===== src/rtl/ysyx_24080006_axi_rd_master_if.sv =====
// AXI read-channel bundle (AR + R) between the read initiator and the crossbar.
// Master drives address/control and rready; slave drives arready and the R beat.
interface ysyx_24080006_axi_rd_master_if;
    logic        arvalid;
    logic        arready;
    logic [31:0] araddr;
    logic [3:0]  arid;
    logic [7:0]  arlen;
    logic [2:0]  arsize;
    logic [1:0]  arburst;
    logic        rvalid;
    logic        rready;
    logic [31:0] rdata;
    logic [1:0]  rresp;
    logic        rlast;

    modport master (
        output arvalid, araddr, arid, arlen, arsize, arburst, rready,
        input  arready, rvalid, rdata, rresp, rlast
    );

    modport slave (
        input  arvalid, araddr, arid, arlen, arsize, arburst, rready,
        output arready, rvalid, rdata, rresp, rlast
    );
endinterface


===== src/rtl/ysyx_24080006_axi_rd_master.sv =====
// AXI read initiator: core load/fetch request -> single-beat or INCR-burst AR/R, one-entry response buffer.
// Optional response timeout enabled by defining YSYX_24080006_AXI_RD_TIMEOUT_EN.
module ysyx_24080006_axi_rd_master #(
    parameter int         BURST_BEATS = 4,
    parameter logic [3:0] ARID        = 4'd0
) (
    input  logic        clock,
    input  logic        reset,
    input  logic        req_valid,
    output logic        req_ready,
    input  logic [31:0] req_addr,
    input  logic [2:0]  req_size,
    input  logic        req_burst,
    output logic        rsp_valid,
    input  logic        rsp_ready,
    output logic [31:0] rsp_data,
    output logic        rsp_last,
    output logic        rsp_err,
    ysyx_24080006_axi_rd_master_if.master axi_r
);

    localparam int          LINE_BITS = $clog2(BURST_BEATS * 4);
    localparam logic [31:0] LINE_MASK = ~((32'd1 << LINE_BITS) - 32'd1);
    localparam logic [7:0]  BURST_LEN = 8'(BURST_BEATS - 1);

    typedef enum logic [1:0] {S_IDLE, S_AR, S_R, S_DRAIN} state_t;

    state_t      state_reg, state_next;
    logic [31:0] araddr_reg, araddr_next;
    logic [7:0]  arlen_reg, arlen_next;
    logic [2:0]  arsize_reg, arsize_next;
    logic        arvalid_reg, arvalid_next;
    logic [7:0]  beat_cnt_reg, beat_cnt_next;
    logic        rsp_valid_reg, rsp_valid_next;
    logic [31:0] rsp_data_reg, rsp_data_next;
    logic        rsp_last_reg, rsp_last_next;
    logic        rsp_err_reg, rsp_err_next;

    logic rready_c;
    logic ar_hs;
    logic r_hs;
    logic rsp_hs;
    logic beat_last;
    logic timeout_fire;

    // Buffer slot frees on the same edge the core drains it, so back-to-back beats need no bubble.
    assign rready_c  = (state_reg == S_R) && (!rsp_valid_reg || rsp_ready);
    assign ar_hs     = arvalid_reg && axi_r.arready;
    assign r_hs      = rready_c && axi_r.rvalid;
    assign rsp_hs    = rsp_valid_reg && rsp_ready;
    assign beat_last = (beat_cnt_reg == arlen_reg);

`ifdef YSYX_24080006_AXI_RD_TIMEOUT_EN
    logic [15:0] to_cnt_reg, to_cnt_next;

    // The counter only advances while actually waiting on the slave; core backpressure pauses it.
    always_comb begin
        to_cnt_next = 16'd0;
        case (state_reg)
            S_AR:    to_cnt_next = ar_hs ? 16'd0 : to_cnt_reg + 16'd1;
            S_R:     to_cnt_next = r_hs ? 16'd0 : (rready_c ? to_cnt_reg + 16'd1 : to_cnt_reg);
            default: to_cnt_next = 16'd0;
        endcase
    end

    assign timeout_fire = (to_cnt_reg == 16'hFFFF) &&
                          (((state_reg == S_AR) && !ar_hs) ||
                           (rready_c && !axi_r.rvalid));

    always_ff @(posedge clock or negedge reset) begin
        if (!reset) begin
            to_cnt_reg <= 16'd0;
        end else begin
            to_cnt_reg <= to_cnt_next;
        end
    end
`else
    assign timeout_fire = 1'b0;
`endif

    always_comb begin
        state_next     = state_reg;
        araddr_next    = araddr_reg;
        arlen_next     = arlen_reg;
        arsize_next    = arsize_reg;
        arvalid_next   = arvalid_reg;
        beat_cnt_next  = beat_cnt_reg;
        rsp_valid_next = rsp_valid_reg;
        rsp_data_next  = rsp_data_reg;
        rsp_last_next  = rsp_last_reg;
        rsp_err_next   = rsp_err_reg;

        if (rsp_hs) begin
            rsp_valid_next = 1'b0;
        end

        case (state_reg)
            S_IDLE: begin
                if (req_valid) begin
                    if (req_burst) begin
                        araddr_next = req_addr & LINE_MASK;
                        arlen_next  = BURST_LEN;
                        arsize_next = 3'b010;
                    end else begin
                        araddr_next = req_addr;
                        arlen_next  = 8'd0;
                        arsize_next = req_size;
                    end
                    arvalid_next = 1'b1;
                    state_next   = S_AR;
                end
            end
            S_AR: begin
                if (ar_hs) begin
                    arvalid_next  = 1'b0;
                    beat_cnt_next = 8'd0;
                    state_next    = S_R;
                end
            end
            S_R: begin
                if (r_hs) begin
                    rsp_valid_next = 1'b1;
                    rsp_data_next  = axi_r.rdata;
                    rsp_last_next  = beat_last;
                    // The local beat count decides the end; a disagreeing rlast only flags the beat.
                    rsp_err_next   = (axi_r.rresp != 2'b00) || (axi_r.rlast != beat_last);
                    beat_cnt_next  = beat_cnt_reg + 8'd1;
                    if (beat_last) begin
                        state_next = S_DRAIN;
                    end
                end
            end
            S_DRAIN: begin
                if (rsp_hs) begin
                    state_next = S_IDLE;
                end
            end
            default: state_next = S_IDLE;
        endcase

        if (timeout_fire) begin
            rsp_valid_next = 1'b1;
            rsp_data_next  = 32'hDEAD_BEEF;
            rsp_last_next  = 1'b1;
            rsp_err_next   = 1'b1;
            arvalid_next   = 1'b0;
            state_next     = S_DRAIN;
        end
    end

    always_ff @(posedge clock or negedge reset) begin
        if (!reset) begin
            state_reg     <= S_IDLE;
            araddr_reg    <= 32'd0;
            arlen_reg     <= 8'd0;
            arsize_reg    <= 3'd0;
            arvalid_reg   <= 1'b0;
            beat_cnt_reg  <= 8'd0;
            rsp_valid_reg <= 1'b0;
            rsp_data_reg  <= 32'd0;
            rsp_last_reg  <= 1'b0;
            rsp_err_reg   <= 1'b0;
        end else begin
            state_reg     <= state_next;
            araddr_reg    <= araddr_next;
            arlen_reg     <= arlen_next;
            arsize_reg    <= arsize_next;
            arvalid_reg   <= arvalid_next;
            beat_cnt_reg  <= beat_cnt_next;
            rsp_valid_reg <= rsp_valid_next;
            rsp_data_reg  <= rsp_data_next;
            rsp_last_reg  <= rsp_last_next;
            rsp_err_reg   <= rsp_err_next;
        end
    end

    assign req_ready     = (state_reg == S_IDLE);
    assign rsp_valid     = rsp_valid_reg;
    assign rsp_data      = rsp_data_reg;
    assign rsp_last      = rsp_last_reg;
    assign rsp_err       = rsp_err_reg;

    assign axi_r.arvalid = arvalid_reg;
    assign axi_r.araddr  = araddr_reg;
    assign axi_r.arid    = ARID;
    assign axi_r.arlen   = arlen_reg;
    assign axi_r.arsize  = arsize_reg;
    assign axi_r.arburst = 2'b01;
    assign axi_r.rready  = rready_c;

endmodule

===== src/flat_wrapper.sv =====
// flat-port wrapper written by rule: the top's interface ports become plain ports
module ysyx_24080006_axi_rd_master_flat 
#(
    parameter int         BURST_BEATS = 4,
    parameter logic [3:0] ARID        = 4'd0
)
  (clock, reset, req_valid, req_ready, req_addr, req_size, req_burst, rsp_valid, rsp_ready, rsp_data, rsp_last, rsp_err, axi_r_arvalid, axi_r_araddr, axi_r_arid, axi_r_arlen, axi_r_arsize, axi_r_arburst, axi_r_rready, axi_r_arready, axi_r_rvalid, axi_r_rdata, axi_r_rresp, axi_r_rlast);
  ysyx_24080006_axi_rd_master_if axi_r_i ();
  input  logic clock;
  input  logic reset;
  input  logic req_valid;
  output logic req_ready;
  input  logic [31:0] req_addr;
  input  logic [2:0] req_size;
  input  logic req_burst;
  output logic rsp_valid;
  input  logic rsp_ready;
  output logic [31:0] rsp_data;
  output logic rsp_last;
  output logic rsp_err;
  output wire logic [$bits(axi_r_i.arvalid)-1:0] axi_r_arvalid;
  output wire logic [$bits(axi_r_i.araddr)-1:0] axi_r_araddr;
  output wire logic [$bits(axi_r_i.arid)-1:0] axi_r_arid;
  output wire logic [$bits(axi_r_i.arlen)-1:0] axi_r_arlen;
  output wire logic [$bits(axi_r_i.arsize)-1:0] axi_r_arsize;
  output wire logic [$bits(axi_r_i.arburst)-1:0] axi_r_arburst;
  output wire logic [$bits(axi_r_i.rready)-1:0] axi_r_rready;
  input wire logic [$bits(axi_r_i.arready)-1:0] axi_r_arready;
  input wire logic [$bits(axi_r_i.rvalid)-1:0] axi_r_rvalid;
  input wire logic [$bits(axi_r_i.rdata)-1:0] axi_r_rdata;
  input wire logic [$bits(axi_r_i.rresp)-1:0] axi_r_rresp;
  input wire logic [$bits(axi_r_i.rlast)-1:0] axi_r_rlast;
  assign axi_r_arvalid = axi_r_i.arvalid;
  assign axi_r_araddr = axi_r_i.araddr;
  assign axi_r_arid = axi_r_i.arid;
  assign axi_r_arlen = axi_r_i.arlen;
  assign axi_r_arsize = axi_r_i.arsize;
  assign axi_r_arburst = axi_r_i.arburst;
  assign axi_r_rready = axi_r_i.rready;
  assign axi_r_i.arready = axi_r_arready;
  assign axi_r_i.rvalid = axi_r_rvalid;
  assign axi_r_i.rdata = axi_r_rdata;
  assign axi_r_i.rresp = axi_r_rresp;
  assign axi_r_i.rlast = axi_r_rlast;
  ysyx_24080006_axi_rd_master #(.BURST_BEATS(BURST_BEATS), .ARID(ARID)) u_core (.clock(clock), .reset(reset), .req_valid(req_valid), .req_ready(req_ready), .req_addr(req_addr), .req_size(req_size), .req_burst(req_burst), .rsp_valid(rsp_valid), .rsp_ready(rsp_ready), .rsp_data(rsp_data), .rsp_last(rsp_last), .rsp_err(rsp_err), .axi_r(axi_r_i));
endmodule

===== config.mk =====
export PLATFORM = sky130hd
export DESIGN_NAME = ysyx_24080006_axi_rd_master_flat
export DESIGN_NICKNAME = d
export VERILOG_FILES = /design/src/rtl/ysyx_24080006_axi_rd_master_if.sv /design/src/rtl/ysyx_24080006_axi_rd_master.sv /design/src/flat_wrapper.sv
export SDC_FILE = /design/constraint.sdc
export NUM_CORES = 1
export LEC_CHECK = 0
export BUFFER_PORTS_ARGS = -buffer_cell sky130_fd_sc_hd__buf_2
export CAP_MARGIN = 20
export CORE_MARGIN = 2
export CORE_UTILIZATION = 48
export CTS_BUF_LIST = sky130_fd_sc_hd__clkbuf_2 sky130_fd_sc_hd__clkbuf_4 sky130_fd_sc_hd__clkbuf_8
export DETAILED_ROUTE_END_ITERATION = 7
export GPL_TIMING_DRIVEN = 0
export PLACE_DENSITY = 0.87
export REMOVE_ABC_BUFFERS = 1
export SYNTH_ARGS = -nofsm -noshare
export SYNTH_HDL_FRONTEND = slang
export SYNTH_SLANG_ARGS = --single-unit

===== constraint.sdc =====
create_clock -name clock -period 2.24 [get_ports clock]
set_input_delay 0.112 -clock clock [delete_from_list [all_inputs] [get_ports clock]]
set_output_delay 0.112 -clock clock [all_outputs]
set_load 0.005 [all_outputs]

Word level (Yosys, flattened, before mapping). Index checks and enable logic that the tools add are counted.

$add $sub $neg: 1. Muxes and demuxes: 18. Magnitude comparators: 0. Divide/modulo/power cells: 0. Bitwise operators: 0. Shift-type cells: 0. $mul: 0. Reductions and logical operators: 16. Eq/ne operators: 10.

Operator list (count): $mux W8 (2); $pmux W8 S2 (1); $mux W2 (6); $add A8 B1 Y8 const B (1); $eq A8 B8 Y1 (1); $ne A2 B1 Y1 const B (4); $pmux W2 S4 (1); $reduce_and A3 Y1 (2); $reduce_bool A2 Y1 (3); $mux W1 (5); $reduce_and A5 Y1 (1); $eq A2 B2 Y1 const B (2); $logic_and A1 B1 Y1 (4); $mux W4 (1); $reduce_and A2 Y1 (2); $mux W3 (1); $eq A2 B1 Y1 const B (1); $logic_not A2 Y1 (1); $logic_or A1 B1 Y1 (2); $ne A2 B2 Y1 const B (1); $pmux W1 S2 (1); $logic_not A1 Y1 (1); $ne A1 B1 Y1 (1).

Bits in writable memories: 0. Memory bits (read-only): 0. Bits in latches: 0. Logic and storage cells: 55. Bits in registers: 89. Memories: 0. Output and inout port bits: 87.

Depth between registers and ports, before layout. Gate-level depths: netlist of the first run.

Word-level depth: 6. Gate-level depth with buffers: 7. Mapped depth without buffers: 6.

Worst setup path before layout of the first run. OpenSTA, ideal clock, no wires.

Kind: reg2reg. Start: register u_core.state_reg[0]. End: register u_core.beat_cnt_reg[4]. Clock period less this slack: 1.670 ns. Data arrival time: 1.541 ns. Setup time: 0.128 ns. Path slack: 0.570 ns. Stages on the path, launching flop included: 8. Path through: dfrtp_1 -> inv_1 -> ha_1 -> nand3_2 -> buf_2 -> a211oi_2 -> xnor2_1 -> nor2_1.

Word-level cells in the longest chain between the ends: 5. Elaborated cells on any way between the ends: 9.

RTL lines: from (decl) (line ysyx_24080006_axi_rd_master.sv:28) `state_t state_reg, state_next;`; from (signal assigned) (line ysyx_24080006_axi_rd_master.sv:164) `state_reg <= state_next;`; $eq A2 B2 Y1 (line ysyx_24080006_axi_rd_master.sv:47, ysyx_24080006_axi_rd_master.sv:97); $logic_and A1 B1 Y1 (line ysyx_24080006_axi_rd_master.sv:47) `assign rready_c = (state_reg == S_R) && (!rsp_valid_reg || rsp_ready);`; $logic_and A1 B1 Y1 (line ysyx_24080006_axi_rd_master.sv:49) `assign r_hs = rready_c && axi_r.rvalid;`; $ne A2 B1 Y1 (no source line); $reduce_and A3 Y1 (no source line); to (signal assigned) (line ysyx_24080006_axi_rd_master.sv:169) `beat_cnt_reg <= beat_cnt_next;`; to (decl) (line ysyx_24080006_axi_rd_master.sv:33) `logic [7:0] beat_cnt_reg, beat_cnt_next;`.

Parallel ways exist; a longest one is shown, timed or not. A chain may end at the register's enable or synchronous reset.

Worst setup path in the final report of the first run.
Start: register u_core.state_reg[0]. End: register u_core.beat_cnt_reg[7].

The elaborated chain is that of the path after synthesis.

==> results_dict.tcl, run 1 <==
set metrics [dict create \
    synthArstFlopShare_pct 100 \
    fin_nets 613 \
    synth_ff_type "dfrtp_1" \
    area_growth_pct 45.2 \
    vias_per_cell 4.80 \
    syn_area_mm2 0.00347 \
    min_period_over_period_pct 89.9 \
    irDropWorstVdd_mv 0.497 \
    design.core.area_mm2 0.00714 \
    clk_pin_slew_ns 0.08 \
    crit_path_top_delay_cell "a2111oi_2" \
    ys_top_cells_by_area "dfrtp_1 59%, nand2_1 13%, mux2_2 9.7%" \
    antenna_found_initial 0 \
    finalMaxSlewViolations 0 \
    worstHoldPathType "input port to register" \
    post_drt_wl_per_cell_um 14.2 \
    post_cts_buffers 0 \
    synth_cell_type_count 32 \
    clock_path_buffers 2 \
    synth-edff-count 0 \
    endpoint_kind "register" \
    fp.dieH_um 89.1 \
    dp_slack_ns -0.728 \
    clkLatencyLatePin_ns 0.34 \
    cts_root_buf "clkbuf_8" \
    syn_inst 328 \
    cts_made_buffers 9 \
    cts_tree "built" \
    htree_num_levels 3 \
    dr.pass1.iters 4 \
    drc 0 \
    tightest_slew_ns 0.844 \
    hold_viol 0 \
    num-fill-cells 530 \
    holdWs_ns 0.0146 \
    drive_gt1_share_pct 38.9 \
    die_w_um 89.1 \
    timing.final.ws_setup_ns 0.227 \
    n_antenna_cell 0 \
    max_freq_mhz 497 \
    grt_pass1_vias 2957 \
    totalWireLength_mm 9.00 \
    yosysWarnings 0 \
    io_pins 164 \
    path_max_fanout 22 \
    place_congestion 0.854 \
    status "completed" \
    synth_top_area_share_pct 59.1 \
    yosys-top-cells-count "116 x nand2_1, 82 x dfrtp_1, 30 x mux2_2, 13 x buf_4, 12 x nor2_1" \
    critical_path_class "register to register" \
    synth_top_cell_by_area "dfrtp_1" \
    powerDensity_mw_per_mm2 544 \
    seq_area_frac_synth_pct 59.1 \
    final_antenna_net_count 0 \
    fin_area_mm2 0.00504 \
    port_buffers 151 \
    placed_area_mm2 0.00427 \
    drtIter0Drc 158 \
    p_leak_nw 2.90 \
    ys_ff_latch 82 \
    fin_worst_skew_ns 0.00784 \
    track_usage_pct 23.1 \
    start_util_pct 48.7 \
    detailed_place_hpwl_mm 5.37 \
    grt_max_degree 44 \
    rows 31 \
    overflow 0 \
    synth_area_per_cell_um2 10.6 \
    max_slew_margin_pct 43.5 \
    worstPathRequired_ns 2.46 \
    setup_viol 0 \
    worst_setup_path_start_kind "register" \
    crit_arrival_ns 2.23 \
    grt_pass1_wl_mm 13.8 \
    cp_slowest_stage_delay_ns 0.47 \
    cts.sinks 82 \
    rsz0062_at_grt "false" \
    die_area_mm2 0.00793 \
    path_cells "inv_1, ha_4, nand3_4, a2111oi_2, xnor2_1, nor2_1" \
    finalCriticalPeriod_ns 2.01 \
    synth_most_common_cell "nand2_1" \
    via_count 3043 \
    maxCapViolCount 0 \
]
-- worst max-delay path, delay by kind of cell, from the launching register on --
| kind | cells | cell delay (ns) |
|---|---|---|
| compound gates | 1 | 0.47 |
| xor+xnor | 1 | 0.17 |
| fa+ha+maj | 1 | 0.31 |
| buf+inv | 1 | 0.17 |
| flops | 1 | 0.41 |
| simple gates | 2 | 0.36 |
-- per-layer routing --
| layer | track usage [%] | wire [µm] | vias to the layer above |
|---|---|---|---|
| li1 | - | - | 1444 |
| met1 | 27.8 | 3400 | 1475 |
| met2 | 40.6 | 4980 | 114 |
| met3 | 6.65 | 496 | 10 |
| met4 | 6.78 | 119 | 0 |
| met5 | 0 | 0 | - |
-- cell families after synthesis --
family	synth area share, %
and+or+nand+nor	17.0
DFF	59.1
other	0.216
muxes	10.3
adders and majority gates	2.16
xor gates and xnor gates	1.51
AOI/OAI and AO/OA	4.86
buffers and inverters	4.86
-- worst paths after layout --
path | cells after the start | to | start | slack, ns
max | 6 | u_core.beat_cnt_reg[7] | u_core.state_reg[0] | 0.23
min | 2 | u_core.axi_r.araddr[8] | req_addr[8] | 0.01
max reg2reg | 6 | u_core.beat_cnt_reg[7] | u_core.state_reg[0] | 0.23
min reg2reg | 2 | u_core.rsp_data[11] | u_core.rsp_data[11] | 0.48
max in group asynchronous | 3 | u_core.rsp_data[30] | reset | 1.35
min in group asynchronous | 2 | u_core.beat_cnt_reg[6] | reset | 0.29
-- stage by stage --
stage          power (mW)  setup TNS (ns)  utilization, %  cells
6_report             2.74               0            70.7    634
5_1_grt              2.87               0            70.7    634
4_1_cts              2.77               0            69.9    630
3_5_place_dp         1.62          -10.34            59.8    563
3_3_place_gp         1.61          -10.56            59.4    562
2_1_floorplan        1.52          -0.517               -    312
-- cell type report --
| type | instances | area [µm²] | share of cell area, % |
|---|---|---|---|
| well taps | 99 | 124 | 2.46 |
| multi-input cells | 226 | 1330 | 26.3 |
| clock inverters | 4 | 51.3 | 1.02 |
| repair buffers | 206 | 1320 | 26.1 |
| clock buffers | 12 | 153 | 3.03 |
| flip-flops and latches | 82 | 2050 | 40.7 |
| inverters | 5 | 18.8 | 0.372 |
-- power breakdown --
part / internal [mW] / switching (mW)
clock: 0.571 / 0.503
sequential: 1.48 / 0
combinational: 0.117 / 0.0732
total: 2.17 / 0.576
-- placed cells by master, fill, tap and decap left out, types with 2 or more instances in the layout --
| cell | instances |
|---|---|
| nor2_1 | 12 |
| nand3_1 | 3 |
| a2111oi_2 | 2 |
| a211oi_1 | 2 |
| nand2b_1 | 7 |
| ha_1 | 5 |
| o21ai_0 | 10 |
| dfrtp_1 | 82 |
| clkbuf_4 | 2 |
| nor3_1 | 2 |
| clkbuf_8 | 10 |
| nand2_1 | 115 |
| conb_1 | 12 |
| dlygate4sd3_1 | 54 |
| mux2_2 | 30 |
| buf_2 | 150 |
| mux2i_1 | 2 |
| xnor2_1 | 5 |
| inv_1 | 5 |
| a21oi_1 | 2 |
-- repair_timing --
item,4_1_cts,5_1_grt
gates resized for setup,3,2
hold buffers,50,4
setup endpoints to repair,44,6
pin swaps,1,0
gates cloned,1,0
endpoints found under the hold margin,88,4
Power figures use the tool's default switching activity.
==> run 2: changes to the inputs <==
- CTS_BUF_LIST: sky130_fd_sc_hd__clkbuf_2 sky130_fd_sc_hd__clkbuf_4 sky130_fd_sc_hd__clkbuf_8 -> sky130_fd_sc_hd__clkbuf_4
==> results_dict.tcl, run 2 (synthesized netlist as in run 1, its figures left out) <==
set metrics [dict create \
    clkLatencyLatePin_ns 0.41 \
    final_common_cell "buf_2" \
    clock_path_buffers 2 \
    post_drt_wl_per_cell_um 14.1 \
    hold_viol 0 \
    min_period_over_period_pct 89.8 \
    grt_pass1_wl_mm 14.2 \
    clk_pin_slew_ns 0.13 \
    path_max_fanout 22 \
    irDropWorstVdd_mv 0.363 \
    crit_arrival_ns 2.32 \
    fin_nets 632 \
    critical_path_class "register to register" \
    area_growth_pct 48.8 \
    cts.sinks 82 \
    cts_made_buffers 9 \
    post_cts_buffers 0 \
    design.core.area_mm2 0.00714 \
    worstHoldPathType "input port to register" \
    place_congestion 0.854 \
    r2r-end "u_core.beat_cnt_reg[7]" \
    drc 0 \
    vias_per_cell 4.77 \
    totalWireLength_mm 9.19 \
    final_cells 653 \
    worstReg2RegStart "u_core.state_reg[0]" \
    detailed_place_hpwl_mm 5.37 \
    timing.reg2reg.setup_slack_ns 0.23 \
    track_usage_pct 23.8 \
    overflow 0 \
    htree_num_levels 3 \
    die_area_mm2 0.00793 \
    tns_ns 0 \
    fin_worst_skew_ns 0.0130 \
    worstPathRequired_ns 2.54 \
    start_util_pct 48.7 \
    rows 31 \
    tightest_slew_ns 0.855 \
    port_buffers 151 \
    status "completed" \
    antenna_found_initial 0 \
    max_freq_mhz 497 \
    grt_pass1_vias 3076 \
    min_to "u_core.axi_r.arvalid" \
    final_antenna_net_count 0 \
    cts_root_buf "clkbuf_4" \
    drive_gt1_share_pct 37.4 \
    endpoint_kind "register" \
    dpl.cell_count 563 \
    multiInputGateArea_mm2 0.00133 \
    p_leak_nw 2.95 \
    finalMaxSlewViolations 0 \
    via_count 3115 \
    cts_tree "built" \
    setup_viol 0 \
    worst_setup_path_start_kind "register" \
    maxCapViolCount 0 \
    min_from "req_valid" \
    num-fill-cells 518 \
    die_w_um 89.1 \
    dr.pass1.iters 5 \
    grt_max_degree 44 \
    fp.dieH_um 89.1 \
    max_slew_margin_pct 42.8 \
    n_antenna_cell 0 \
    rsz0062_at_grt "false" \
    drtIter0Drc 149 \
    io_pins 164 \
    reg2reg_depth 6 \
    regArea_mm2 0.00205 \
    finalCriticalPeriod_ns 2.01 \
    powerDensity_mw_per_mm2 493 \
    layout_common_cells "150 x buf_2, 115 x nand2_1, 82 x dfrtp_1, 73 x dlygate4sd3_1, 30 x mux2_2" \
    worstHoldPathCells 3 \
]
==> run 2: cell count changes in the layout (fill, tap and decap cells not counted) <==
cell           before  now
dlygate4sd3_1      54   73
clkbuf_8           10    0
clkbuf_4            2   11
clkinv_1            0    1
==> run 2: per-stage QoR <==
step	hold slack, ns	total power, mW	util, %	area [µm²]	setup WS (ns)
finish	0.132	2.55	72.4	5170	0.229
global route	0.108	2.67	72.4	5170	0.0842
CTS	0.108	2.57	72.2	5150	0.0321
detailed placement	0.128	1.62	59.8	4270	-0.728
global placement	0.301	1.61	59.4	4240	-0.610
floorplan	-0.184	1.52	-	3360	-0.144
==> run 2: worst max path at each step <==
stage,start,to,cells after the start
2_1_floorplan,u_core.state_reg[0],u_core.beat_cnt_reg[3],6
3_3_place_gp,u_core.state_reg[0],u_core.beat_cnt_reg[3],6
3_5_place_dp,u_core.state_reg[0],u_core.beat_cnt_reg[3],6
4_1_cts,u_core.state_reg[0],u_core.beat_cnt_reg[3],6
6_report,u_core.state_reg[0],u_core.beat_cnt_reg[7],6
5_1_grt,u_core.state_reg[0],u_core.beat_cnt_reg[7],6
==> run 2: what timing repair did <==
action	in CTS	in global routing
pin swaps	1	0
endpoints found under the setup margin	45	6
gates resized for setup	3	2
hold endpoints to repair	109	0
hold buffers	73	0
cloned	1	0
==> run 2: cell type report <==
type                       count  area share (%)
tap                           99            2.40
multi-input combinational    226            25.7
timing repair buffer         225            29.2
sequential                    82            39.7
clock inverter                 5            1.07
clock buffer                  11            1.60
inverter                       5           0.363
==> run 2: worst max-delay path, cell delays in order (launching register included) <==
cell and delay, ns:
dfrtp_1 0.42, inv_1 0.17, ha_4 0.30, nand3_4 0.30, a2111oi_2 0.47, xnor2_1 0.17, nor2_1 0.06
==> run 2: routing by layer <==
layer / up-vias / wire length (µm) / GRT usage [%]
li1: 1477 / - / -
met1: 1512 / 3410 / 27.4
met2: 108 / 5090 / 41.9
met3: 18 / 515 / 7.48
met4: 0 / 171 / 8.28
met5: - / 0 / 0
==> run 2: power by group <==
group	internal [mW]	total [mW]	leakage, nW	switching [mW]
logic	0.138	0.216	1.74	0.0776
registers	1.48	1.48	1.14	0
clock network	0.363	0.854	0.0745	0.491
